$ cat src/rtl/output_display_pkg.sv
// Shared constants, state types and the 7-segment encoder for the output display.
package output_display_pkg;

  localparam int NUM_DIGITS = 3;
  localparam int BIN_W      = 8;
  localparam int BCD_W      = 4 * NUM_DIGITS;

  // Segment order is {g,f,e,d,c,b,a}, active-low.
  localparam logic [6:0] SEG_BLANK = 7'h7F;

  // Glyphs for 0..9, index 0 in the least-significant slot.
  localparam logic [9:0][6:0] SEG_GLYPH = {
    7'h10, // 9
    7'h00, // 8
    7'h78, // 7
    7'h02, // 6
    7'h12, // 5
    7'h19, // 4
    7'h30, // 3
    7'h24, // 2
    7'h79, // 1
    7'h40  // 0
  };

  typedef enum logic {
    CONV_IDLE,
    CONV_SHIFT
  } conv_state_e;

  // Non-decimal codes blank the digit rather than showing garbage.
  function automatic logic [6:0] seg_encode(input logic [3:0] d);
    if (d > 4'd9) return SEG_BLANK;
    return SEG_GLYPH[d];
  endfunction

endpackage

$ cat src/rtl/output_display_if.sv
// CPU-side value/strobe bus plus the conversion status and committed result.
interface output_display_if;
  import output_display_pkg::*;

  logic [BIN_W-1:0] value_in;
  logic             value_valid;
  logic             busy;
  logic             overwrite;
  logic [BCD_W-1:0] bcd;

  modport master (output value_in, value_valid, input busy, overwrite, bcd);
  modport slave  (input value_in, value_valid, output busy, overwrite, bcd);
endinterface

$ cat src/rtl/output_display_bin2bcd_seq.sv
// Sequential double-dabble: one shift per clock, 8 shifts per conversion.
// done marks the cycle whose closing edge is the final shift; bcd is the
// result that edge produces, so the caller commits bcd when done is high.
module bin2bcd_seq
  import output_display_pkg::*;
(
  input  logic             clk,
  input  logic             reset,
  input  logic             start,
  input  logic [BIN_W-1:0] bin,
  output logic             busy,
  output logic             done,
  output logic [BCD_W-1:0] bcd
);

  conv_state_e              state_q, state_d;
  logic [2:0]               cnt_q;
  // {bcd digits, remaining binary bits} shifted as one register.
  logic [BCD_W+BIN_W-1:0]   z_q, z_adj, z_nx;

  // Add 3 to any digit >= 5, then shift the whole register left by one.
  always_comb begin
    z_adj = z_q;
    for (int d = 0; d < NUM_DIGITS; d++) begin
      if (z_q[BIN_W + 4*d +: 4] >= 4'd5)
        z_adj[BIN_W + 4*d +: 4] = z_q[BIN_W + 4*d +: 4] + 4'd3;
    end
    z_nx = z_adj << 1;
  end

  assign busy = (state_q == CONV_SHIFT);
  assign done = busy && (cnt_q == 3'd7);
  assign bcd  = z_nx[BIN_W +: BCD_W];

  // Next state: a start on the final shift chains straight into a new run.
  always_comb begin
    state_d = state_q;
    case (state_q)
      CONV_IDLE:  if (start) state_d = CONV_SHIFT;
      CONV_SHIFT: if (done)  state_d = start ? CONV_SHIFT : CONV_IDLE;
      default:    state_d = CONV_IDLE;
    endcase
  end

  // State register and datapath: load on start, otherwise shift while busy.
  always_ff @(posedge clk) begin
    if (reset) begin
      state_q <= CONV_IDLE;
      cnt_q   <= '0;
      z_q     <= '0;
    end else begin
      state_q <= state_d;
      if (start) begin
        z_q   <= {{BCD_W{1'b0}}, bin};
        cnt_q <= '0;
      end else if (busy) begin
        z_q   <= z_nx;
        cnt_q <= cnt_q + 3'd1;
      end
    end
  end

endmodule

$ cat src/rtl/output_display.sv
// CPU output register display: binary->BCD conversion with a one-deep
// pending slot, committed result register, and multiplexed 7-segment scan.
module output_display
  import output_display_pkg::*;
#(
  parameter int SCAN_DIV = 4000
) (
  input  logic                  clk,
  input  logic                  reset,
  output_display_if.slave       bus,
  output logic [6:0]            seg,
  output logic [NUM_DIGITS-1:0] an
);

  localparam int PW = (SCAN_DIV > 2) ? $clog2(SCAN_DIV) : 1;

  logic             c_start, c_busy, c_done;
  logic [BIN_W-1:0] c_bin;
  logic [BCD_W-1:0] c_bcd;

  logic [BCD_W-1:0] bcd_q;
  logic [BIN_W-1:0] pend_q;
  logic             pend_vld_q;
  logic             ov_q;

  logic [PW-1:0]    pre_q;
  logic [1:0]       idx_q;
  logic [6:0]       seg_d;
  logic [NUM_DIGITS-1:0] an_d;

  // Start when idle and strobed, or chain at the final shift if work waits.
  // A live strobe at the final shift wins over the pending value.
  always_comb begin
    c_start = !reset && ((bus.value_valid && !c_busy) ||
                         (c_done && (pend_vld_q || bus.value_valid)));
    c_bin   = (c_busy && !bus.value_valid) ? pend_q : bus.value_in;
  end

  bin2bcd_seq u_conv (
    .clk   (clk),
    .reset (reset),
    .start (c_start),
    .bin   (c_bin),
    .busy  (c_busy),
    .done  (c_done),
    .bcd   (c_bcd)
  );

  // Commit, pending slot and overwrite pulse.
  always_ff @(posedge clk) begin
    if (reset) begin
      bcd_q      <= '0;
      pend_q     <= '0;
      pend_vld_q <= 1'b0;
      ov_q       <= 1'b0;
    end else if (c_done) begin
      bcd_q      <= c_bcd;
      pend_vld_q <= 1'b0;
      ov_q       <= pend_vld_q && bus.value_valid;
    end else if (bus.value_valid && c_busy) begin
      pend_q     <= bus.value_in;
      pend_vld_q <= 1'b1;
      ov_q       <= pend_vld_q;
    end else begin
      ov_q       <= 1'b0;
    end
  end

  assign bus.busy      = c_busy;
  assign bus.overwrite = ov_q;
  assign bus.bcd       = bcd_q;

  // Scan prescaler and digit index, ones -> tens -> hundreds.
  always_ff @(posedge clk) begin
    if (reset) begin
      pre_q <= '0;
      idx_q <= '0;
    end else if (pre_q == PW'(SCAN_DIV - 1)) begin
      pre_q <= '0;
      idx_q <= (idx_q == 2'(NUM_DIGITS - 1)) ? 2'd0 : idx_q + 2'd1;
    end else begin
      pre_q <= pre_q + PW'(1);
    end
  end

  // Glyph for the active digit with leading-zero blanking.
  always_comb begin
    logic [3:0] h, t, d;
    h     = bcd_q[11:8];
    t     = bcd_q[7:4];
    d     = bcd_q[{idx_q, 2'b00} +: 4];
    an_d  = ~(NUM_DIGITS'(1) << idx_q);
    seg_d = seg_encode(d);
    if ((idx_q == 2'd2 && h == 4'd0) ||
        (idx_q == 2'd1 && h == 4'd0 && t == 4'd0))
      seg_d = SEG_BLANK;
  end

  // Registered display outputs; dark through reset and the cycle after.
  always_ff @(posedge clk) begin
    if (reset) begin
      seg <= SEG_BLANK;
      an  <= '1;
    end else begin
      seg <= seg_d;
      an  <= an_d;
    end
  end

endmodule

$ cat src/flat_wrapper.sv
// flat-port wrapper written by rule: the top's interface ports become plain ports
module output_display_flat import output_display_pkg::*;
#(
  parameter int SCAN_DIV = 4000
)
  (clk, reset, seg, an, bus_value_in, bus_value_valid, bus_busy, bus_overwrite, bus_bcd);
  output_display_if bus_i ();
  input  logic clk;
  input  logic reset;
  output logic [6:0] seg;
  output logic [NUM_DIGITS-1:0] an;
  input wire logic [$bits(bus_i.value_in)-1:0] bus_value_in;
  input wire logic [$bits(bus_i.value_valid)-1:0] bus_value_valid;
  output wire logic [$bits(bus_i.busy)-1:0] bus_busy;
  output wire logic [$bits(bus_i.overwrite)-1:0] bus_overwrite;
  output wire logic [$bits(bus_i.bcd)-1:0] bus_bcd;
  assign bus_i.value_in = bus_value_in;
  assign bus_i.value_valid = bus_value_valid;
  assign bus_busy = bus_i.busy;
  assign bus_overwrite = bus_i.overwrite;
  assign bus_bcd = bus_i.bcd;
  output_display #(.SCAN_DIV(SCAN_DIV)) u_core (.clk(clk), .reset(reset), .bus(bus_i), .seg(seg), .an(an));
endmodule
$ cat config.mk
export PLATFORM = sky130hd
export DESIGN_NAME = output_display_flat
export DESIGN_NICKNAME = d
export VERILOG_FILES = /design/src/rtl/output_display_pkg.sv /design/src/rtl/output_display_if.sv /design/src/rtl/output_display_bin2bcd_seq.sv /design/src/rtl/output_display.sv /design/src/flat_wrapper.sv
export SDC_FILE = /design/constraint.sdc
export NUM_CORES = 1
export LEC_CHECK = 0
export ABC_AREA = 1
export CAP_MARGIN = 0
export CORE_MARGIN = 4
export CORE_UTILIZATION = 35
export CTS_CLUSTER_DIAMETER = 80
export DETAILED_ROUTE_END_ITERATION = 12
export SKIP_CTS_REPAIR_TIMING = 1
export SYNTH_ARGS = -nofsm -noshare
export SYNTH_HDL_FRONTEND = slang
export SYNTH_HIERARCHICAL = 1
export SYNTH_SLANG_ARGS = --single-unit
$ cat constraint.sdc
create_clock -name clk -period 2.17 [get_ports clk]
set_input_delay 0.434 -clock clk [delete_from_list [all_inputs] [get_ports clk]]
set_output_delay 0.434 -clock clk [all_outputs]
set_load 0.01 [all_outputs]
# After elaboration in Yosys (flattened, before gate mapping)
# Memories as Yosys holds them, arrays and structs flattened.
# Index checks and enable logic that the tools add are counted.
word_totals:
  reg_bits: 70
  rom_bits: 112
  elab_cells: 73
  n_memories: 1
mem_list:
  columns: ["memory", "words", "width", "read_ports", "rd_ports_with_merged_regs", "write_ports", "line_no", "source"]
  rows:
  - ["(name not given)", 16, 7, 1, 0, 0, "output_display_pkg.sv:33", "return SEG_GLYPH[d];"]
classes:
  addsub: 6
  n_lt_le_gt_ge: 5
  eq_ne: 4
  n_shift: 2
  n_mux: 16
  n_bitwise: 3
  n_reduce_logical: 24
ops:
  columns: ["cell", "count"]
  rows:
  - ["8-bit 2-to-1 mux", 3]
  - ["7-bit 2-to-1 mux", 3]
  - ["12-bit by 1-bit adder with 12-bit output, second input constant", 1]
  - ["12-bit == test, second input constant", 1]
  - ["4-bit by 3-bit >= comparator with 1-bit output, second input constant", 3]
  - ["12-bit by 5-bit indexed part select with 4-bit output", 1]
  - ["1-bit logical AND", 10]
  - ["4-bit by 2-bit adder with 4-bit output, second input constant", 2]
  - ["4-bit logical NOT", 2]
  - ["4-bit 2-to-1 mux", 2]
  - ["2-bit OR reduction", 4]
  - ["4-bit by 5-bit < comparator with 1-bit output, second input constant", 1]
  - ["1-bit 2-to-1 mux", 5]
  - ["4-bit greater-than comparator, second input constant", 1]
  - ["3-bit by 1-bit adder with 3-bit output, second input constant", 1]
  - ["3-bit by 2-bit adder with 3-bit output, second input constant", 1]
  - ["3-bit == test, second input constant", 1]
  - ["1-bit logical NOT", 3]
  - ["1-bit logical OR", 3]
  - ["3-bit 2-to-1 mux", 1]
  - ["3-bit NOT", 1]
  - ["1-bit by 2-bit left shift with 3-bit output, first input constant", 1]
  - ["2-bit by 1-bit adder with 2-bit output, second input constant", 1]
  - ["2-bit by 1-bit == test with 1-bit output, second input constant", 1]
  - ["other kinds (6)", 7]

# Longest topological paths before layout
logic_depth:
  ltp_word: 8
  ltp_mapped: 14

# Cells and area by module
# The synthesis kept the hierarchy.
by_module_without_submodules:
  columns: ["module", "instances", "cells_each", "area_each_um2", "seq_area_each_um2"]
  rows:
  - ["output_display", 1, 270, 2062.0, 920.9]
  - ["bin2bcd_seq", 1, 204, 1442.6, 480.5]

# Least setup slack after synthesis
# Ideal clock, no wire load.
synth_path:
  path_type: "register -> register"
  start: "register u_core.u_conv.state_q (netlist: u_core/u_conv/busy)"
  end: "register u_core.u_conv.z_q[12]"
  setup_ps: 109
  arrival_time_ps: 1711
  path_slack_ps: 350
  path_stages_with_launch: 15
  path_buffers: 4
  synth_period_minus_slack_ps: 1820
  cell_sequence: "dfxtp_1 -> buf_4 -> buf_2 -> nand2_1 -> inv_1 -> inv_1 -> o21ai_0 -> o211a_1 -> buf_6 -> nor2_4 -> inv_2 -> buf_6 -> a21oi_2 -> nand2_1 -> inv_1"
synth_between:
  elab_chain_cells: 5
synth_rtl:
  columns: ["item", "line_no", "source"]
  rows:
  - ["from (decl)", "output_display_bin2bcd_seq.sv:16", "conv_state_e state_q, state_d;"]
  - ["from (signal assigned)", "output_display_bin2bcd_seq.sv:52", "state_q <= state_d;"]
  - ["1-bit logical AND", "output_display_bin2bcd_seq.sv:32", "assign done = busy && (cnt_q == 3'd7);"]
  - ["named net u_core.c_done", "output_display.sv:17", "logic c_start, c_busy, c_done;"]
  - ["1-bit logical AND", "output_display.sv:35", "(c_done && (pend_vld_q || bus.value_valid)));"]
  - ["1-bit logical OR", "output_display.sv:34", "c_start = !reset && ((bus.value_valid && !c_busy) ||"]
  - ["1-bit logical AND", "output_display.sv:34", null]
  - ["named net u_core.c_start", "output_display.sv:17", null]
  - ["2-bit OR reduction (no source line)", null, null]
  - ["to (signal assigned)", "output_display_bin2bcd_seq.sv:54", "z_q <= {{BCD_W{1'b0}}, bin};"]
  - ["to (signal assigned)", "output_display_bin2bcd_seq.sv:57", "z_q <= z_nx;"]
  - ["to (decl)", "output_display_bin2bcd_seq.sv:19", "logic [BCD_W+BIN_W-1:0] z_q, z_adj, z_nx;"]
# The timed path passes the listed nets, and every way through them passes these cells.
# A chain may end at the register's enable or synchronous reset.

# Worst setup path after layout
layout_path:
  start: "register u_core.idx_q[1]"
  end: "register u_core.seg[1]"
layout_between:
  elab_chain_cells: 5
layout_rtl:
  columns: ["item", "line_no", "source"]
  rows:
  - ["from (decl)", "output_display.sv:27", "logic [1:0] idx_q;"]
  - ["from (signal assigned)", "output_display.sv:80", "idx_q <= (idx_q == 2'(NUM_DIGITS - 1)) ? 2'd0 : idx_q + 2'd1;"]
  - ["parallel branches: the longest is 5 deep, another holds memory 16 x 7 bit", null, null]
  - ["to (signal assigned)", "output_display.sv:105", "seg <= seg_d;"]
  - ["to (decl)", "output_display.sv:11", "output logic [6:0] seg,"]
# Several ways; the timed one is not identified. The select of a mux whose other input is x is not followed.

==> qor.csv <==
stage,metric,value,unit
placement,Placed Area,0.00391,sq mm
die,die area,0.0117,sq mm
synthesis,Synth Area in Adders,4.64,%
setup_path,CP Launch Type,flop,
synthesis,Synth Register Bits,70,
setup_path,worst-path fanout max,7,
finish,share of layout cells above drive strength 1,12.2,%
synthesis,synthesized area,0.00350,sq mm
finish,"Net count, final",528,
clock_tree,Skew-Pair Late Insertion Delay,340,ps
synthesis,most instantiated cells after synthesis,"91 x nand2_1, 70 x dfxtp_1, 64 x nor2_1, 54 x inv_1, 40 x o21ai_0",
pwr,logic gate share of total power,9.5,%
timing,post-layout minimum cycle time,1860,ps
clock_tree,CTS tree,yes,
synthesis,largest family of logic cells by synthesized area,simple AND/OR/NAND/NOR gates,
grt,largest net degree at the start of global routing,28,
synthesis,most common cell in the netlist,nand2_1,
grt,initial antenna violation count,0,
die,io pins,35,
timing,Setup Skew,9.31,ps
timing,final period utilization,85.6,%
finish,design area,0.00414,sq mm
timing,fin. max-slew vios,0,
grt,first-pass GRT wire length,12.8,mm
timing,final setup TNS,0,ps
synthesis,"area leader, netlist",dfxtp_1,
pwr,NetSw,0.000678,W
outcome,outcome,finished clean,
synthesis,share of the synthesized area in the top cell type,40.0,%
die,chip height,108,um
pwr,clock power share,42.3,%
flow_run,number of max-cap violations,0,
routing,Detailed Route Iter0 Violations,148,
synthesis,"EDFF count, synth",0,
setup_path,CP required,2400,ps
clock_tree,"Reg clk slew, reported paths",80,ps
clock_tree,CTS Buffer Depth,2,
synthesis,asr flop ratio synth,0,%
worst_hold_path,Hold Crit Depth,1,
clock_tree,# clock sinks,70,
pwr,Internal,0.00216,W
placement,pre-CTS worst setup slack,97.3,ps
setup_path,Setup crit end kind,flop,
routing,post-route ant nets,0,
finish,antenna cells,0,
clock_tree,H-tree levels,3,
timing,Finish-stage setup viols,0,
pwr,leakage,1.88,nW
synthesis,register area share after synthesis,40.0,%
setup_path,Worst R2R Setup Slack,310,ps
synthesis,post-synthesis simple-gate area fraction,30.1,%
pwr,Sequential Power Share,48.2,%
placement,PortBufs,34,
synthesis,post-synthesis area per instance,7.39,sq um
timing,setup ws final,314,ps
die,effective utilization at floorplan,35.9,%
synthesis,library cells used by synthesis,36,
clock_tree,CTS root buf,clkbuf_8,
synthesis,Post-Syn Nets,498,
routing,Remaining DRCs,0,
routing,WL final,7.39,mm
timing,Final Hold Viols,0,
timing,RSZ-0062 raised after global routing,false,
synthesis,Synth Area in XOR/XNOR,0.750,%
routing,Routed WL per cell,11.5,um
setup_path,crit path DAT,2090,ps
synthesis,Post-synth top flop,dfxtp_1,
synthesis,largest cells by area after synthesis,"dfxtp_1 40%, nand2_1 9.7%, nor2_1 6.9%",
routing,Pre-antenna DRT Iters,5,
die,row cnt,36,
synthesis,mux contribution to synthesized area,2.57,%
placement,Post-DP HPWL,5.50,mm
timing,slew margin rel.,70.3,%
synthesis,Synth Warn #,6,
routing,vias per cell,4.66,
grt,gr usage total,13.6,%
grt,vias in the first global route,2729,
routing,Vias,2993,
placement,RD Place Congestion,0.853,
die,Die W,108,um
pwr,switching part of the total,23.9,%
worst_hold_path,hold crit path type,flop to flop,
pwr,Pwr per Cell Area,685,mW/mm^2
timing,worst-margin pin slew,446,ps
timing,Fmax,0.539,GHz
grt,grt total ovfl,0,
clock_tree,TritonCTS Buffers,9,
finish,synth-to-layout area growth,18.1,%
setup_path,WS Path Type,flop to flop,
die,core area,0.00977,sq mm
synthesis,Synth Area in Compound Gates,10.8,%
pwr,Overall Power,0.00283,W
finish,final core area utilization,42.3,%
synthesis,Post-Syn Instances,474,
pwr,peak supply drop,0.000299,V
setup_path,Reg2Reg Depth,12,
## per-layer routing
metal	part of all wire, %	wire [um]	vias up	track usage, %
met3	3.5	260	8	2.57
met5	0	0	-	0
li1	-	-	1567	-
met4	1.4	102	0	6.85
met1	49	3600	1367	18.0
met2	46	3440	51	21.4
## registers in the layout, summed over array words and instances (netlist names)
register	count
u_core/seg	7
u_core/idx_q	2
u_core/bus.overwrite	1
u_core/pend_q	8
u_core/an	3
u_core/u_conv/busy	1
u_core/bus.bcd	12
u_core/u_conv/cnt_q	3
u_core/pre_q	12
u_core/u_conv/z_q	20
u_core/pend_vld_q	1
## path summary, 6_finish.rpt
path | start | to
min | u_core/pre_q[0] | u_core/pre_q[0]
min reg2reg | u_core/pre_q[0] | u_core/pre_q[0]
max | u_core/idx_q[1] | u_core/seg[1]
max reg2reg | u_core/idx_q[1] | u_core/seg[1]
## area by class of cell
| cell class | count | area (sq um) |
|---|---|---|
| Timing Repair Buffer | 42 | 400 |
| Tap cell | 133 | 166 |
| Multi-Input combinational cell | 321 | 1710 |
| Clock buffer | 11 | 151 |
| Clock inverter | 5 | 81.3 |
| Sequential cell | 70 | 1400 |
| Fill cell | 1019 | 5640 |
| Inverter | 60 | 225 |
## cell families after synthesis
| family | after synthesis |
|---|---|
| AO/OA/AOI/OAI | 67 |
| AND/OR/NAND/NOR | 230 |
| flip-flops | 70 |
| adder cells (fa/ha/maj) | 13 |
| multiplexers | 8 |
| XOR/XNOR | 3 |
| buffers and inverters | 83 |
## power by group through the flow
| stage | Sequential (W) | Clock, W | Combinational (W) |
|---|---|---|---|
| 4_1_cts | 0.00136 | 0.00124 | 0.000270 |
| 3_5_place_dp | 0.00139 | 0 | 0.000269 |
| 3_3_place_gp | 0.00139 | 0 | 0.000264 |
| 2_1_floorplan | 0.00139 | 0 | 0.000219 |
| 6_report | 0.00136 | 0.00120 | 0.000269 |
| 5_1_grt | 0.00137 | 0.00131 | 0.000308 |
## critical path, stage by stage, from the launching register on
cell     delay [ps]
dfxtp_1         390
inv_1           110
nor2_1          240
nand2_1          80
o21ai_0         110
nor2_1          130
inv_1            90
ha_1            160
nor2_1           50
nor2_2          110
nor2_2           50
nor2_4          150
nand2_1          70
## through the flow
stage | hold WS, ps | instances
2_1_floorplan | 418 | 474
3_3_place_gp | 432 | 626
3_5_place_dp | 442 | 626
4_1_cts | 457 | 642
5_1_grt | 492 | 642
6_report | 452 | 642
## cell usage in the layout (no fill, tap or decap), drive strengths merged
| cell | count |
|---|---|
| nand3 | 35 |
| clkinv | 3 |
| xnor2 | 2 |
| nand2 | 93 |
| o211a | 1 |
| and2 | 1 |
| clkinvlp | 1 |
| bufinv | 2 |
| inv | 59 |
| a31o | 1 |
| mux2 | 8 |
| buf | 8 |
| ha | 13 |
| nor2 | 73 |
| or2 | 1 |
| o21ai | 40 |
| dfxtp | 70 |
| clkdlybuf4s50 | 34 |
| a21oi | 24 |
| nor3 | 17 |
| nand4 | 6 |
| nand3b | 1 |
| xor2 | 1 |
| clkbuf | 11 |
| nor3b | 3 |
| a211oi | 1 |
Note: power is estimated with default switching activity, not from simulation.
==> variant 1: new RTL, same flow settings <==
Change the package constant `BIN_W` from 8 to 7.
--- a/src/rtl/output_display_pkg.sv
+++ b/src/rtl/output_display_pkg.sv
@@ -2,7 +2,7 @@
 package output_display_pkg;
 
   localparam int NUM_DIGITS = 3;
-  localparam int BIN_W      = 8;
+  localparam int BIN_W      = 7;
   localparam int BCD_W      = 4 * NUM_DIGITS;
 
   // Segment order is {g,f,e,d,c,b,a}, active-low.
Ports: changed (resized bus_value_in); port bits go from 35 to 34. No check against the original RTL was run, so the function may have changed too.
==> variant 1 against the unedited design <==
Sequential cell count down 2; synthesized area shrank 2.4%; power is 12% lower; highest routed layer unchanged; wire length shrank 2.4%; final cell count shrank 0.78%; synthesized cell count grew 0.21%; first-iteration DRC count shrank 14%; via count fell by 3.4%; design area fell by 3.9%; sequential share of layout area rose by 0.36 points; worst setup slack improved by 1.2 ps.
==> variant 1: results <==
group,metric,value,unit
drt,drt_pass1_iterations,4,
finish,flip_flop_count_of_the_largest_register_after_layout,19,
yosys,synth_top_cells_by_area,"sky130_fd_sc_hd__dfxtp_1, sky130_fd_sc_hd__nand2_1, sky130_fd_sc_hd__nor2_1, sky130_fd_sc_hd__inv_1, sky130_fd_sc_hd__o21ai_0",
finish,num-fill-cells,1002,
yosys,synth_top_cells_by_count,"sky130_fd_sc_hd__nand2_1, sky130_fd_sc_hd__dfxtp_1, sky130_fd_sc_hd__nor2_1",
yosys,ys_seq_area_share,39.81,%
critical_path,ff2ff_setup_slack,310,ps
yosys,ys_types,29,
placed_design,place_hpwl,5.386,mm
timing,max-slew-margin-rel,79.36,%
finish,final-instance-count-excl-fill,637,
global_route,gr-usage-met3,3.191,%
run_status,status,"complete, no violations",
placed_design,dpl_cell_area,3801,sq um
drt,totalWireLength,7.216,mm
timing,worst_clock_skew,10.02,ps
global_route,number_of_global_route_vias_before_repair,2801,
finish,nNetsFinal,527,
global_route,met1_usage,17.35,%
global_route,grt_pass1_wl,12.66,mm
finish,post_route_cells_drive_above_1_share,10.43,%
placed_design,portBuffers,33,
pwr,internal_power,1.868,mW
global_route,grt_max_degree,26,
pwr,peakVddDrop,0.2081,mV
critical_path,critical_path.reg2reg.endpoint,"u_core/seg[4]",
placed_design,gp_congestion,0.7411,
yosys,postSynthCellCount,475,
variant 1: worst max-delay path by stage:
stage	from	endpoint	slack, ps	cells past startpoint
2_1_floorplan	u_core/u_conv/busy	u_core/u_conv/z_q[11]	340	14
3_3_place_gp	bus_value_valid	u_core/u_conv/z_q[16]	190	9
3_5_place_dp	bus_value_valid	u_core/u_conv/z_q[16]	140	9
4_1_cts	u_core/idx_q[1]	u_core/seg[3]	300	12
5_1_grt	u_core/idx_q[1]	u_core/seg[2]	40	12
6_report	u_core/idx_q[1]	u_core/seg[4]	310	12
variant 1: cells by family (layout without fill, tap and decap cells):
kind of cell	Yosys count	in the layout	synth area share [%]
AO/OA/AOI/OAI	67	67	10.94
XOR/XNOR	4	4	1.025
adder cells (fa/ha/maj)	13	13	4.757
buffers and inverters	88	121	12.07
flip-flops	68	68	39.81
multiplexers	7	7	2.305
AND/OR/NAND/NOR	228	228	29.09
variant 1: cell type report:
type | count | area, sq um | area share, %
clock buffer | 11 | 151.4 | 3.806
clock inverter | 4 | 25.02 | 0.6291
sequential | 68 | 1361 | 34.22
timing repair buffer | 40 | 382.9 | 9.626
multi-input combinational | 319 | 1645 | 41.37
inverter | 66 | 250.2 | 6.291
tap | 129 | 161.4 | 4.058
variant 1: metal layers:
layer | vias up | wire length, um
met5 | - | 0
met2 | 53 | 3361
met3 | 9 | 308
li1 | 1559 | -
met4 | 0 | 91
met1 | 1271 | 3454
variant 1: power groups by stage:
stage / Sequential, mW / Combinational, mW / Clock, mW
floorplan: 1.35 / 0.213 / 0
global placement: 1.35 / 0.251 / 0
detailed placement: 1.35 / 0.256 / 0
CTS: 1.33 / 0.258 / 0.960
global route: 1.33 / 0.296 / 1.03
finish: 1.33 / 0.257 / 0.924
variant 1: stage by stage:
stage	hold WS [ps]	worst slack (ps)
final	452.3	314.7
after global routing	483.9	38.44
after CTS	456.0	298.4
after detailed placement	441.8	136.8
after global placement	429.1	194.2
after floorplan	417.3	340.4
==> variant 2: new RTL, config.mk and constraints unchanged <==
Made on the original files. Reset style: asynchronous (`reset`), changed in 4 clocked blocks.
--- a/src/rtl/output_display_bin2bcd_seq.sv
+++ b/src/rtl/output_display_bin2bcd_seq.sv
@@ -43,7 +43,7 @@
   end
 
   // State register and datapath: load on start, otherwise shift while busy.
-  always_ff @(posedge clk) begin
+  always_ff @(posedge clk or posedge reset) begin
     if (reset) begin
       state_q <= CONV_IDLE;
       cnt_q   <= '0;
--- a/src/rtl/output_display.sv
+++ b/src/rtl/output_display.sv
@@ -47,7 +47,7 @@
   );
 
   // Commit, pending slot and overwrite pulse.
-  always_ff @(posedge clk) begin
+  always_ff @(posedge clk or posedge reset) begin
     if (reset) begin
       bcd_q      <= '0;
       pend_q     <= '0;
@@ -71,7 +71,7 @@
   assign bus.bcd       = bcd_q;
 
   // Scan prescaler and digit index, ones -> tens -> hundreds.
-  always_ff @(posedge clk) begin
+  always_ff @(posedge clk or posedge reset) begin
     if (reset) begin
       pre_q <= '0;
       idx_q <= '0;
@@ -97,7 +97,7 @@
   end
 
   // Registered display outputs; dark through reset and the cycle after.
-  always_ff @(posedge clk) begin
+  always_ff @(posedge clk or posedge reset) begin
     if (reset) begin
       seg <= SEG_BLANK;
       an  <= '1;
Formal check against the unedited RTL: differs if reset is asserted again (counterexample within 4 cycles, from zero or initial values and one cycle with reset high); with reset held inactive, the same outputs for 10 cycles.
==> variant 2 against the unedited design <==
Sequential cell count unchanged; die area up 5.2%; design area up 4.7%; wire length up 4.5%; worst setup slack worse by 95 ps; first-iteration DRC count down 14%; synthesized area up 5.6%; largest cell class is now sequential cells; highest routed layer unchanged.
Power is not compared: it rests on default switching activity, and its combinational part moved more than twofold at a synthesized area within 25%.
==> variant 2: results <==
group,metric,value,unit
global_route,grt_util_all_layers,13.27,%
timing,timing.hold.ws,488.3,ps
drt,vias,2883,
critical_path,ff2ff_setup_slack,250,ps
critical_path,critical_path.max_fanout,11,
global_route,grt_pass1_wl,13.32,mm
timing,post-route-period-util,89.95,%
placed_design,dpl_cell_area,4109,sq um
global_route,number_of_global_route_vias_before_repair,2780,
placed_design,gp_congestion,0.8280,
yosys,postSynth.asyncResetShare,100.0,%
finish,stdcell_area,4330,sq um
timing,max-slew-margin-rel,69.06,%
drt,totalWireLength,7.724,mm
critical_path,worst-endpoint-arrival,1520,ps
placed_design,post-place-cells,603,
global_route,grt_max_degree,26,
critical_path,timing.rr.start,"u_core/u_conv/cnt_q[0]",
run_status,status,"complete, no violations",
placed_design,pre_cts_ws,11.88,ps
drt,initialDrtViolationCount,128,
yosys,synth_top_cells_by_count,"sky130_fd_sc_hd__nand2_1, sky130_fd_sc_hd__dfrtp_1, sky130_fd_sc_hd__inv_1",
placed_design,place_hpwl,5.814,mm
finish,num-fill-cells,1015,
yosys,synth_top_cells_by_area,"sky130_fd_sc_hd__dfrtp_1, sky130_fd_sc_hd__nand2_1, sky130_fd_sc_hd__dfstp_2, sky130_fd_sc_hd__inv_1, sky130_fd_sc_hd__ha_1",
drt,post_drt_wl_per_cell,12.46,um
finish,nNetsFinal,504,
yosys,synthesis.area_per_instance,8.277,sq um
[variant 2: worst max-delay path by stage]
stage / depth (start not counted) / to / startpoint
finish: 2 / bus_busy / u_core/u_conv/busy
global route: 10 / u_core/u_conv/z_q[4] / u_core/u_conv/cnt_q[0]
CTS: 10 / u_core/u_conv/z_q[15] / u_core/u_conv/cnt_q[0]
detailed placement: 7 / u_core/u_conv/z_q[11] / bus_value_valid
global placement: 7 / u_core/u_conv/z_q[11] / bus_value_valid
floorplan: 12 / u_core/u_conv/cnt_q[2] / u_core/u_conv/busy
[variant 2: cell type report]
class / count / share of cell area [%]
well taps: 136 / 3.929
inverters: 66 / 6.010
repair buffers: 43 / 9.419
clock inverters: 4 / 1.618
flip-flops and latches: 70 / 40.74
multi-input cells: 289 / 34.93
clock buffers: 12 / 3.352
[variant 2: power by group through the flow]
stage,registers (mW),logic [mW],clock network (mW)
after floorplan,2.10,1.81,0
after global placement,2.09,2.31,0
after detailed placement,2.09,2.36,0
after CTS,2.07,2.36,1.19
after global routing,2.12,2.69,1.25
final,2.07,2.35,1.16
[variant 2: worst max-delay path: stages, from the launching register on]
cell and delay [ps]:
sky130_fd_sc_hd__dfrtp_1 360, sky130_fd_sc_hd__buf_4 230, sky130_fd_sc_hd__clkdlybuf4s50_1 570
[variant 2: cell families (layout without fill, tap and decap cells)]
kind of cell    Yosys count  in the layout  synth area share, %
simple gates            204            205                24.92
compound gates           67             67                10.35
xor+xnor                  3              3               0.7103
fa+ha+maj                14             14                4.735
flops                    70             70                47.68
buf+inv                  89            125                11.60
[variant 2: metal layers]
layer	up-vias	part of all wire, %	track usage (%)
li1	1470	-	-
met1	1363	47	17.54
met2	41	48	20.83
met3	9	3.7	3.821
met4	0	1.4	4.516
met5	-	0	0
